`config.mk`:
```
export PLATFORM = sky130hd
export DESIGN_NAME = rv32i_inst_encoder_flat
export DESIGN_NICKNAME = d
export VERILOG_FILES = /design/src/rtl/rv32i_inst_encoder_if.sv /design/src/rtl/rv32i_inst_encoder.sv /design/src/flat_wrapper.sv
export SDC_FILE = /design/constraint.sdc
export NUM_CORES = 1
export LEC_CHECK = 0
export BUFFER_PORTS_ARGS = -buffer_cell sky130_fd_sc_hd__buf_2
export CORE_MARGIN = 2
export CORE_UTILIZATION = 40
export DETAILED_ROUTE_END_ITERATION = 8
export PLACE_DENSITY = 0.78
export RECOVER_POWER = 25
export SLEW_MARGIN = 25
export SYNTH_ARGS = -nofsm -noshare
export SYNTH_HDL_FRONTEND = slang
export SYNTH_SLANG_ARGS = --single-unit
export TNS_END_PERCENT = 30
```
`constraint.sdc`:
```
create_clock -name clk -period 2.2 [get_ports clk]
set_input_delay 0.66 -clock clk [delete_from_list [all_inputs] [get_ports clk]]
set_output_delay 0.66 -clock clk [all_outputs]
set_load 0.03 [all_outputs]
```
`src/rtl/rv32i_inst_encoder_if.sv`:
```
// Field-bundle and encoded-word stream between a producer, the RV32I encoder and
// its consumer. The encoder connects through the slave modport, the producer and
// consumer through the master modport.
interface rv32i_inst_encoder_if #(
  parameter int unsigned ADDR_WIDTH = 10
);
  logic                  in_valid;
  logic                  in_ready;
  logic [2:0]            in_fmt;
  logic [6:0]            in_opcode;
  logic [4:0]            in_rd;
  logic [4:0]            in_rs1;
  logic [4:0]            in_rs2;
  logic [2:0]            in_funct3;
  logic [6:0]            in_funct7;
  logic [31:0]           in_imm;
  logic                  in_last;

  logic                  out_valid;
  logic                  out_ready;
  logic [31:0]           out_inst;
  logic [ADDR_WIDTH-1:0] out_addr;
  logic                  out_err;
  logic                  out_last;
  logic                  err_sticky;
  logic [ADDR_WIDTH:0]   word_count;

  modport master (
    output in_valid, in_fmt, in_opcode, in_rd, in_rs1, in_rs2, in_funct3, in_funct7,
           in_imm, in_last, out_ready,
    input  in_ready, out_valid, out_inst, out_addr, out_err, out_last, err_sticky,
           word_count
  );

  modport slave (
    input  in_valid, in_fmt, in_opcode, in_rd, in_rs1, in_rs2, in_funct3, in_funct7,
           in_imm, in_last, out_ready,
    output in_ready, out_valid, out_inst, out_addr, out_err, out_last, err_sticky,
           word_count
  );
endinterface

```
`src/rtl/rv32i_inst_encoder.sv`:
```
// Streaming RV32I instruction encoder: packs decoded fields into 32-bit words with
// per-format immediate scrambling, flags out-of-range immediates and tags each word
// with a word address. One output register stage, 1 word/clk throughput.
module rv32i_inst_encoder #(
  parameter int unsigned ADDR_WIDTH = 10,
  parameter int unsigned BASE_ADDR  = 0
) (
  input logic                 clk,
  input logic                 rst,
  rv32i_inst_encoder_if.slave bus
);
  localparam logic [2:0] FmtR = 3'd0;
  localparam logic [2:0] FmtI = 3'd1;
  localparam logic [2:0] FmtS = 3'd2;
  localparam logic [2:0] FmtB = 3'd3;
  localparam logic [2:0] FmtU = 3'd4;
  localparam logic [2:0] FmtJ = 3'd5;

  localparam logic [31:0]         Nop      = 32'h0000_0013;
  localparam logic [ADDR_WIDTH-1:0] BaseAddr = ADDR_WIDTH'(BASE_ADDR);
  localparam logic [ADDR_WIDTH:0] CountMax = '1;

  logic                  valid_q;
  logic [31:0]           inst_q;
  logic [ADDR_WIDTH-1:0] addr_q;
  logic                  err_q;
  logic                  last_q;
  logic                  sticky_q;
  logic [ADDR_WIDTH:0]   count_q;

  logic        in_xfer;
  logic        out_xfer;
  logic [31:0] inst_enc;
  logic        err_enc;
  logic [31:0] imm;

  assign imm          = bus.in_imm;
  assign bus.in_ready = !valid_q || bus.out_ready;
  assign in_xfer      = bus.in_valid && bus.in_ready;
  assign out_xfer     = valid_q && bus.out_ready;

  // Pack fields per format; the immediate must survive the truncation unchanged.
  always_comb begin
    inst_enc = Nop;
    err_enc  = 1'b1;
    case (bus.in_fmt)
      FmtR: begin
        inst_enc = {bus.in_funct7, bus.in_rs2, bus.in_rs1, bus.in_funct3, bus.in_rd,
                    bus.in_opcode};
        err_enc  = 1'b0;
      end
      FmtI: begin
        inst_enc = {imm[11:0], bus.in_rs1, bus.in_funct3, bus.in_rd, bus.in_opcode};
        err_enc  = imm[31:11] != {21{imm[11]}};
      end
      FmtS: begin
        inst_enc = {imm[11:5], bus.in_rs2, bus.in_rs1, bus.in_funct3, imm[4:0],
                    bus.in_opcode};
        err_enc  = imm[31:11] != {21{imm[11]}};
      end
      FmtB: begin
        inst_enc = {imm[12], imm[10:5], bus.in_rs2, bus.in_rs1, bus.in_funct3, imm[4:1],
                    imm[11], bus.in_opcode};
        err_enc  = (imm[31:12] != {20{imm[12]}}) || imm[0];
      end
      FmtU: begin
        inst_enc = {imm[31:12], bus.in_rd, bus.in_opcode};
        err_enc  = imm[11:0] != 12'd0;
      end
      FmtJ: begin
        inst_enc = {imm[20], imm[10:1], imm[11], imm[19:12], bus.in_rd, bus.in_opcode};
        err_enc  = (imm[31:20] != {12{imm[20]}}) || imm[0];
      end
      default: begin
        inst_enc = Nop;
        err_enc  = 1'b1;
      end
    endcase
  end

  // Output register: reload on accept, drain on transfer, hold under backpressure.
  always_ff @(posedge clk) begin
    if (rst) begin
      valid_q <= 1'b0;
      inst_q  <= '0;
      err_q   <= 1'b0;
      last_q  <= 1'b0;
    end else if (in_xfer) begin
      valid_q <= 1'b1;
      inst_q  <= inst_enc;
      err_q   <= err_enc;
      last_q  <= bus.in_last;
    end else if (out_xfer) begin
      valid_q <= 1'b0;
    end
  end

  // Address and statistics advance only on output transfers. addr_q only moves when
  // the held word leaves, so a word loaded in the same cycle picks up the new value.
  always_ff @(posedge clk) begin
    if (rst) begin
      addr_q   <= BaseAddr;
      sticky_q <= 1'b0;
      count_q  <= '0;
    end else if (out_xfer) begin
      addr_q   <= last_q ? BaseAddr : addr_q + ADDR_WIDTH'(1);
      sticky_q <= sticky_q || err_q;
      if (count_q != CountMax) begin
        count_q <= count_q + (ADDR_WIDTH + 1)'(1);
      end
    end
  end

  assign bus.out_valid  = valid_q;
  assign bus.out_inst   = inst_q;
  assign bus.out_addr   = addr_q;
  assign bus.out_err    = err_q;
  assign bus.out_last   = last_q;
  assign bus.err_sticky = sticky_q;
  assign bus.word_count = count_q;
endmodule

```
`src/flat_wrapper.sv`:
```
// flat-port wrapper written by rule: the top's interface ports become plain ports
module rv32i_inst_encoder_flat 
#(
  parameter int unsigned ADDR_WIDTH = 10,
  parameter int unsigned BASE_ADDR  = 0
)
  (clk, rst, bus_in_valid, bus_in_fmt, bus_in_opcode, bus_in_rd, bus_in_rs1, bus_in_rs2, bus_in_funct3, bus_in_funct7, bus_in_imm, bus_in_last, bus_out_ready, bus_in_ready, bus_out_valid, bus_out_inst, bus_out_addr, bus_out_err, bus_out_last, bus_err_sticky, bus_word_count);
  rv32i_inst_encoder_if #(.ADDR_WIDTH(ADDR_WIDTH)) bus_i ();
  input logic clk;
  input logic rst;
  input wire logic [$bits(bus_i.in_valid)-1:0] bus_in_valid;
  input wire logic [$bits(bus_i.in_fmt)-1:0] bus_in_fmt;
  input wire logic [$bits(bus_i.in_opcode)-1:0] bus_in_opcode;
  input wire logic [$bits(bus_i.in_rd)-1:0] bus_in_rd;
  input wire logic [$bits(bus_i.in_rs1)-1:0] bus_in_rs1;
  input wire logic [$bits(bus_i.in_rs2)-1:0] bus_in_rs2;
  input wire logic [$bits(bus_i.in_funct3)-1:0] bus_in_funct3;
  input wire logic [$bits(bus_i.in_funct7)-1:0] bus_in_funct7;
  input wire logic [$bits(bus_i.in_imm)-1:0] bus_in_imm;
  input wire logic [$bits(bus_i.in_last)-1:0] bus_in_last;
  input wire logic [$bits(bus_i.out_ready)-1:0] bus_out_ready;
  output wire logic [$bits(bus_i.in_ready)-1:0] bus_in_ready;
  output wire logic [$bits(bus_i.out_valid)-1:0] bus_out_valid;
  output wire logic [$bits(bus_i.out_inst)-1:0] bus_out_inst;
  output wire logic [$bits(bus_i.out_addr)-1:0] bus_out_addr;
  output wire logic [$bits(bus_i.out_err)-1:0] bus_out_err;
  output wire logic [$bits(bus_i.out_last)-1:0] bus_out_last;
  output wire logic [$bits(bus_i.err_sticky)-1:0] bus_err_sticky;
  output wire logic [$bits(bus_i.word_count)-1:0] bus_word_count;
  assign bus_i.in_valid = bus_in_valid;
  assign bus_i.in_fmt = bus_in_fmt;
  assign bus_i.in_opcode = bus_in_opcode;
  assign bus_i.in_rd = bus_in_rd;
  assign bus_i.in_rs1 = bus_in_rs1;
  assign bus_i.in_rs2 = bus_in_rs2;
  assign bus_i.in_funct3 = bus_in_funct3;
  assign bus_i.in_funct7 = bus_in_funct7;
  assign bus_i.in_imm = bus_in_imm;
  assign bus_i.in_last = bus_in_last;
  assign bus_i.out_ready = bus_out_ready;
  assign bus_in_ready = bus_i.in_ready;
  assign bus_out_valid = bus_i.out_valid;
  assign bus_out_inst = bus_i.out_inst;
  assign bus_out_addr = bus_i.out_addr;
  assign bus_out_err = bus_i.out_err;
  assign bus_out_last = bus_i.out_last;
  assign bus_err_sticky = bus_i.err_sticky;
  assign bus_word_count = bus_i.word_count;
  rv32i_inst_encoder #(.ADDR_WIDTH(ADDR_WIDTH), .BASE_ADDR(BASE_ADDR)) u_core (.clk(clk), .rst(rst), .bus(bus_i));
endmodule
```
# Word level (Yosys, flattened, before mapping)
# Index checks and enable logic that the tools add are counted.
# totals
out_inout_bits	58
in_bits	72
elab_cells	35
register_bits	57
# op_classes
muxes	5
addsub	2
eq_ne	9
reduce_logical	12
# ops
operator	n
32-bit case mux with 6 select lines	1
20-bit inequality test	1
19-bit inequality test	1
12-bit nonzero test	1
11-bit by 1-bit adder with 11-bit output (second input constant)	1
11-bit inequality test	1
11-bit inequality test (second input constant)	1
10-bit by 1-bit adder with 10-bit output (second input constant)	1
10-bit 2-to-1 mux	1
3-bit by 2-bit == test with 1-bit output (second input constant)	2
3-bit == test (second input constant)	2
1-bit case mux with 5 select lines	1
1-bit logical OR	4
3-bit by 1-bit == test with 1-bit output (second input constant)	1
3-bit logical NOT	1
1-bit logical AND	2
1-bit 2-to-1 mux	2
2-bit AND reduction	1
2-bit nonzero test	1
2-bit OR reduction	1
1-bit logical NOT	1

# Depth between registers and ports, before layout
# Gate-level depths: netlist (run 1).
# depth
depth_word	4
ltp_mapped	6
depth_no_buf	6

# Worst setup path after synthesis (run 1)
# Ideal clock, no wire load.
# synth_timing
path_kind	input to register
start	input port bus_in_imm[22]
end	register u_core.err_q (netlist: u_core.bus.out_err)
stages	5
arrival_time_ns	1.776
setup_slack_ns	0.292
setup_time_ns	0.132
n_path_buf	0
required_ns	2.068
cell_sequence	or4_4 nor4_4 a221oi_2 o311ai_1 a311oi_1
# synth_via
elab_chain_cells	3
elab_cells_between_ends	6
cone_classes	eq/ne (3); mux (1); reduce/logical (2)
# synth_lines
item	line_no	text
start, declared	flat_wrapper.sv:19	input wire logic [$bits(bus_i.in_imm)-1:0] bus_in_imm;
19-bit inequality test / 11-bit inequality test (equally long branches)	rv32i_inst_encoder.sv:64, rv32i_inst_encoder.sv:72	
1-bit logical OR, on equally long branches	rv32i_inst_encoder.sv:64, rv32i_inst_encoder.sv:72	
1-bit case mux with 5 select lines (*)	rv32i_inst_encoder.sv:46	case (bus.in_fmt)
end signal, assigned	rv32i_inst_encoder.sv:91	err_q <= err_enc;
end, declared	rv32i_inst_encoder.sv:26	logic err_q;
# Every way passes the cells marked *; elsewhere a longest branch is shown, timed or not.
# A chain may end at the register's enable or synchronous reset.

# Worst setup path after layout (run 1)
# layout_timing
start	input port bus_out_ready
end	output port bus_in_ready
# layout_via
elab_chain_cells	1
# layout_lines
item	line_no	text
start, declared	flat_wrapper.sv:21	input wire logic [$bits(bus_i.out_ready)-1:0] bus_out_ready;
1-bit logical OR	rv32i_inst_encoder.sv:38	assign bus.in_ready = !valid_q || bus.out_ready;
end, declared	flat_wrapper.sv:22	output wire logic [$bits(bus_i.in_ready)-1:0] bus_in_ready;
# No other way between the ends.

==> out/summary.txt, run 1 <==
top cells by area, synth - dfxtp_1, nor2_1, a22oi_1, nor3_1, a221oi_1
DRC - 0
Root Buffer Master - clkbuf_8
Final Worst Setup Slack - 0.286 ns
Clock Sink Count - 57
Hold Crit Depth - 2
Tot Pwr - 2.58 mW
htree depth - 3
Pwr Density - 680 nW/µm²
async set-reset flop share out of synthesis - 0
post-DR vias/cell - 5.30
layout cells sized above 1 - 0.317
critical path fanouts, max - 5
1st-iter DRT viols - 174
first-pass GRT wire length - 13.7 mm
Final Cycle Share - 0.870
DRT Pass-1 Iters - 4
Reg-to-Reg Start - u_core.bus.word_count[0]$_SDFFE_PP0P_
Post-Synthesis Cells - 350
Post-DP HPWL - 6.67 mm
Top FF cell, synth - dfxtp_1
CTS tree - yes
Hold EP - u_core.bus.out_last$_SDFFE_PP0P_
Worst Path Class, Setup - input port to output port
Synth Net Count - 424
r2r setup slk - 0.61 ns
minimum clock period - 1.91 ns
die area - 7910 µm²
Synth Cell Area - 2890 µm²
Area growth, synth to finish - 31.8%
max-cap violations - 0
register bit count reported by yosys - 57
pins over their slew limit - 0
crit end category - output port
Hold Crit Class - flop to flop
Pleak - 1.69 nW
clk slew on worst S/H paths - 0.06 ns
critical path startpoint category - input port
RSZ-0062 raised after global routing - false
Starting Density - 0.420
number of global-route vias before repair - 2,910
filler cell count - 667
Inserted Clock Buffers - 9
worst clock skew - 0.00911 ns
Synth top area share - 0.395
n_diodes - 0
initial antenna violation count - 0
Slew headroom - 0.338
post-synth cell types - 46
largest net degree at the start of global routing - 24
hold buffers post-CTS - 0
Net count, final - 552
number of setup violations in the final report - 0
Core ar. - 6870 µm²
I/O pins - 130
Skew-Pair Late Insertion Delay - 0.33 ns
Final ANT Viol Nets - 0
register area - 1140 µm²
cts repair resizes - 0
die height - 88.9 µm
HP Start - u_core.bus.out_last$_SDFFE_PP0P_
WP data arrival - 1.25 ns
wire length per cell - 15.1 µm
row count - 30
Fmax achieved - 523 MHz
Ys Warns - 0
Placer Congestion - 0.878
Vias - 3,071
cell with the most instances after synthesis - dfxtp_1
gr ovfl total - 0
dpl ws - 0.0592 ns
Post-synth top cells - dfxtp_1, nor2_1, nand2_1, nor3_1, a22oi_1
final setup TNS - 0 ns
status - completed
synthesized area per cell - 8.24 µm²
EDFF count, synth - 0
Max clock buf depth - 2
biggest area consumer among synthesized cells - dfxtp_1
global-route usage over all layers - 0.223
worst reg2reg path depth - 6
die width - 88.9 µm
area taken by multi-input logic gates - 1600 µm²
Total Wirelength - 8.77 mm
sequential-to-total area share from yosys stat - 0.395
postcts setup bufs - 0
design area - 3800 µm²
Worst-Margin Slew - 0.993 ns
VDD IR max - 0.365 mV
Placement Cell Area - 3630 µm²
critical path required time - 1.54 ns
Worst R2R End - u_core.bus.word_count[8]$_SDFFE_PP0P_
Final Hold Violating Endpoints - 0
PortBufs - 129
-- layer usage --
metal / share of wire / track usage
met1: 0.46 / 0.295
met2: 0.46 / 0.358
met3: 0.062 / 0.0554
met4: 0.021 / 0.0760
met5: 0 / 0
-- flip-flops by register name, summed over array words and instances, names as in the netlist --
register / count
u_core.bus.out_valid: 1
u_core.bus.out_err: 1
u_core.bus.err_sticky: 1
u_core.bus.word_count: 11
u_core.bus.out_last: 1
u_core.bus.out_addr: 10
u_core.bus.out_inst: 32
-- where the power goes --
| group | leakage (nW) | internal (mW) | switching [mW] | total (mW) |
|---|---|---|---|---|
| Sequential | 0.467 | 1.08 | 0.0290 | 1.11 |
| Clock | 0.0953 | 0.550 | 0.429 | 0.979 |
| Combinational | 1.13 | 0.175 | 0.320 | 0.495 |
-- worst max-delay path by stage --
stage              startpoint                              end  slack, ns
3_3_place_gp   bus_in_imm[22]  u_core.bus.out_err$_SDFFE_PP0P_       0.13
4_1_cts         bus_out_ready                     bus_in_ready       0.36
3_5_place_dp   bus_in_imm[22]  u_core.bus.out_err$_SDFFE_PP0P_       0.06
2_1_floorplan  bus_in_imm[22]  u_core.bus.out_err$_SDFFE_PP0P_       0.29
6_report        bus_out_ready                     bus_in_ready       0.29
5_1_grt         bus_out_ready                     bus_in_ready       0.23
-- cell families after synthesis --
family,Yosys count,synth area share
simple gates,150,0.264
buf+inv,31,0.0486
xor+xnor,16,0.0486
fa+ha+maj,2,0.00867
mux,11,0.0390
flops,57,0.395
compound gates,83,0.196
-- cell usage in the layout (no fill, tap or decap), types with 7 or more instances in the layout --
master	count
clkbuf_8	10
a22oi_1	20
dfxtp_1	57
buf_4	10
a221oi_1	12
mux2i_1	9
nand4_1	10
nor2b_1	7
clkbuf_1	14
nand3_1	9
a21oi_1	17
nand2_1	21
xor2_1	11
nor2_1	56
nor3_1	21
buf_2	117
o21ai_0	7
o21ai_1	11
-- critical path, cell delays in order --
cell	delay [ns]
clkbuf_1	0.17
nand2b_1	0.20
buf_2	0.23
-- layout make-up --
| class | instances | share of cell area |
|---|---|---|
| multi-input cells | 262 | 0.422 |
| flip-flops and latches | 57 | 0.300 |
| repair buffers | 141 | 0.188 |
| clock buffers | 11 | 0.0372 |
| well taps | 96 | 0.0316 |
| clock inverters | 5 | 0.0145 |
| inverters | 7 | 0.00691 |
-- per-stage QoR --
stage / instances / hold slack, ns / util
3_5_place_dp: 563 / 0.476 / 0.528
5_1_grt: 579 / 0.506 / 0.554
3_3_place_gp: 563 / 0.471 / 0.528
2_1_floorplan: 350 / 0.595 / -
6_report: 579 / 0.488 / 0.554
4_1_cts: 579 / 0.488 / 0.557
Note: power is estimated with default switching activity, not from simulation.
==> run 2, diff against run 1 <==
Settings changed: CORE_MARGIN 2 to default, CORE_UTILIZATION 40 to 28, PLACE_DENSITY 0.78 to default.
==> out/summary.txt, run 2 (synthesis gave the netlist of run 1 again) <==
critical path required time - 1.54 ns
Final Non-Filler Cells - 618
DRT Pass-1 Iters - 4
Pleak - 1.77 nW
die height - 104 µm
pins over their slew limit - 0
RSZ-0062 raised after global routing - false
filler cell count - 1,052
Worst Path Class, Setup - input port to output port
Psw - 0.794 mW
max reg flops - 32
Inserted Clock Buffers - 9
worst clock skew - 0.00853 ns
status - completed
cts repair resizes - 0
design area - 3930 µm²
register area - 1140 µm²
Final Hold Violating Endpoints - 0
Max clock buf depth - 2
global-route usage over all layers - 0.175
Net count, final - 554
row count - 36
Placer Congestion - 0.810
clock group share of total power - 0.440
I/O pins - 130
Final Cycle Share - 0.834
first-pass GRT wire length - 14.8 mm
Area growth, synth to finish - 36.3%
die width - 104 µm
n_diodes - 0
Worst-Margin Slew - 0.764 ns
DRC - 0
Final ANT Viol Nets - 0
minimum clock period - 1.83 ns
Placement Cell Area - 3690 µm²
layout cells sized above 1 - 0.340
htree depth - 3
max-cap violations - 0
Core ar. - 9860 µm²
critical path startpoint category - input port
number of global-route vias before repair - 2,849
final setup TNS - 0 ns
Starting Density - 0.292
Vias - 3,078
postcts setup bufs - 0
Gate power share - 0.173
Post-DP HPWL - 6.94 mm
internal power - 2.08 mW
area taken by multi-input logic gates - 1600 µm²
commonest non-fill, non-tap cell in the layout - buf_2
Pwr Density - 730 nW/µm²
Sw Ratio - 0.276
wire length per cell - 15.0 µm
hold buffers post-CTS - 0
1st-iter DRT viols - 208
number of setup violations in the final report - 0
crit end category - output port
VDD IR max - 0.363 mV
gr ovfl total - 0
Hold Crit Class - flop to flop
initial antenna violation count - 0
largest net degree at the start of global routing - 33
commonest non-fill, non-tap cells in the layout - buf_2, dfxtp_1, nor2_1
PortBufs - 129
Skew-Pair Late Insertion Delay - 0.34 ns
Final Core Density - 0.399
dpl ws - 0.0553 ns
placed cell count - 602
Total Wirelength - 9.26 mm
Fmax achieved - 545 MHz
Final Worst Setup Slack - 0.366 ns
CTS tree - yes
Root Buffer Master - clkbuf_8
die area - 10,700 µm²
clk slew on worst S/H paths - 0.06 ns
critical path fanouts, max - 5
post-DR vias/cell - 4.98
Reg power frac - 0.387
Clock Sink Count - 57
Slew headroom - 0.491
WP data arrival - 1.17 ns
[run 2: path summary, 6_finish.rpt]
path                                            from                                   to  slack (ns)  cells after the start
setup / recovery                       bus_out_ready                         bus_in_ready        0.37                      3
hold / removal    u_core.bus.err_sticky$_SDFFE_PP0P_   u_core.bus.err_sticky$_SDFFE_PP0P_        0.48                      2
setup reg to reg   u_core.bus.out_valid$_SDFFE_PP0P_  u_core.bus.out_addr[9]$_SDFFE_PP0P_        0.57                      5
hold reg to reg   u_core.bus.err_sticky$_SDFFE_PP0P_   u_core.bus.err_sticky$_SDFFE_PP0P_        0.48                      2
[run 2: critical path, stage by stage]
cell	delay, ns
buf_2	0.12
nand2b_1	0.16
buf_2	0.22
[run 2: area by class of cell]
type | count | area share
multi-input cells | 262 | 0.408
clock inverters | 4 | 0.0251
repair buffers | 143 | 0.189
well taps | 133 | 0.0423
clock buffers | 12 | 0.0394
inverters | 7 | 0.00668
flip-flops and latches | 57 | 0.290
[run 2: power by group through the flow]
| stage | combinational (mW) | sequential [mW] | clock [mW] |
|---|---|---|---|
| after detailed placement | 0.499 | 1.13 | 0 |
| after global routing | 0.542 | 1.12 | 1.35 |
| after global placement | 0.494 | 1.13 | 0 |
| final | 0.497 | 1.11 | 1.26 |
| after CTS | 0.501 | 1.11 | 1.30 |
| after floorplan | 0.207 | 1.23 | 0 |
[run 2: routing by layer]
metal / track usage / routed length (µm)
met1: 0.235 / 4540
met4: 0.0642 / 125
met5: 0 / 0
met3: 0.0428 / 534
met2: 0.271 / 4050
[run 2: metrics by stage]
| step | power [mW] | hold slack (ns) |
|---|---|---|
| 2_1_floorplan | 1.44 | 0.595 |
| 3_3_place_gp | 1.63 | 0.443 |
| 3_5_place_dp | 1.63 | 0.473 |
| 4_1_cts | 2.91 | 0.490 |
| 5_1_grt | 3.01 | 0.522 |
| 6_report | 2.87 | 0.478 |
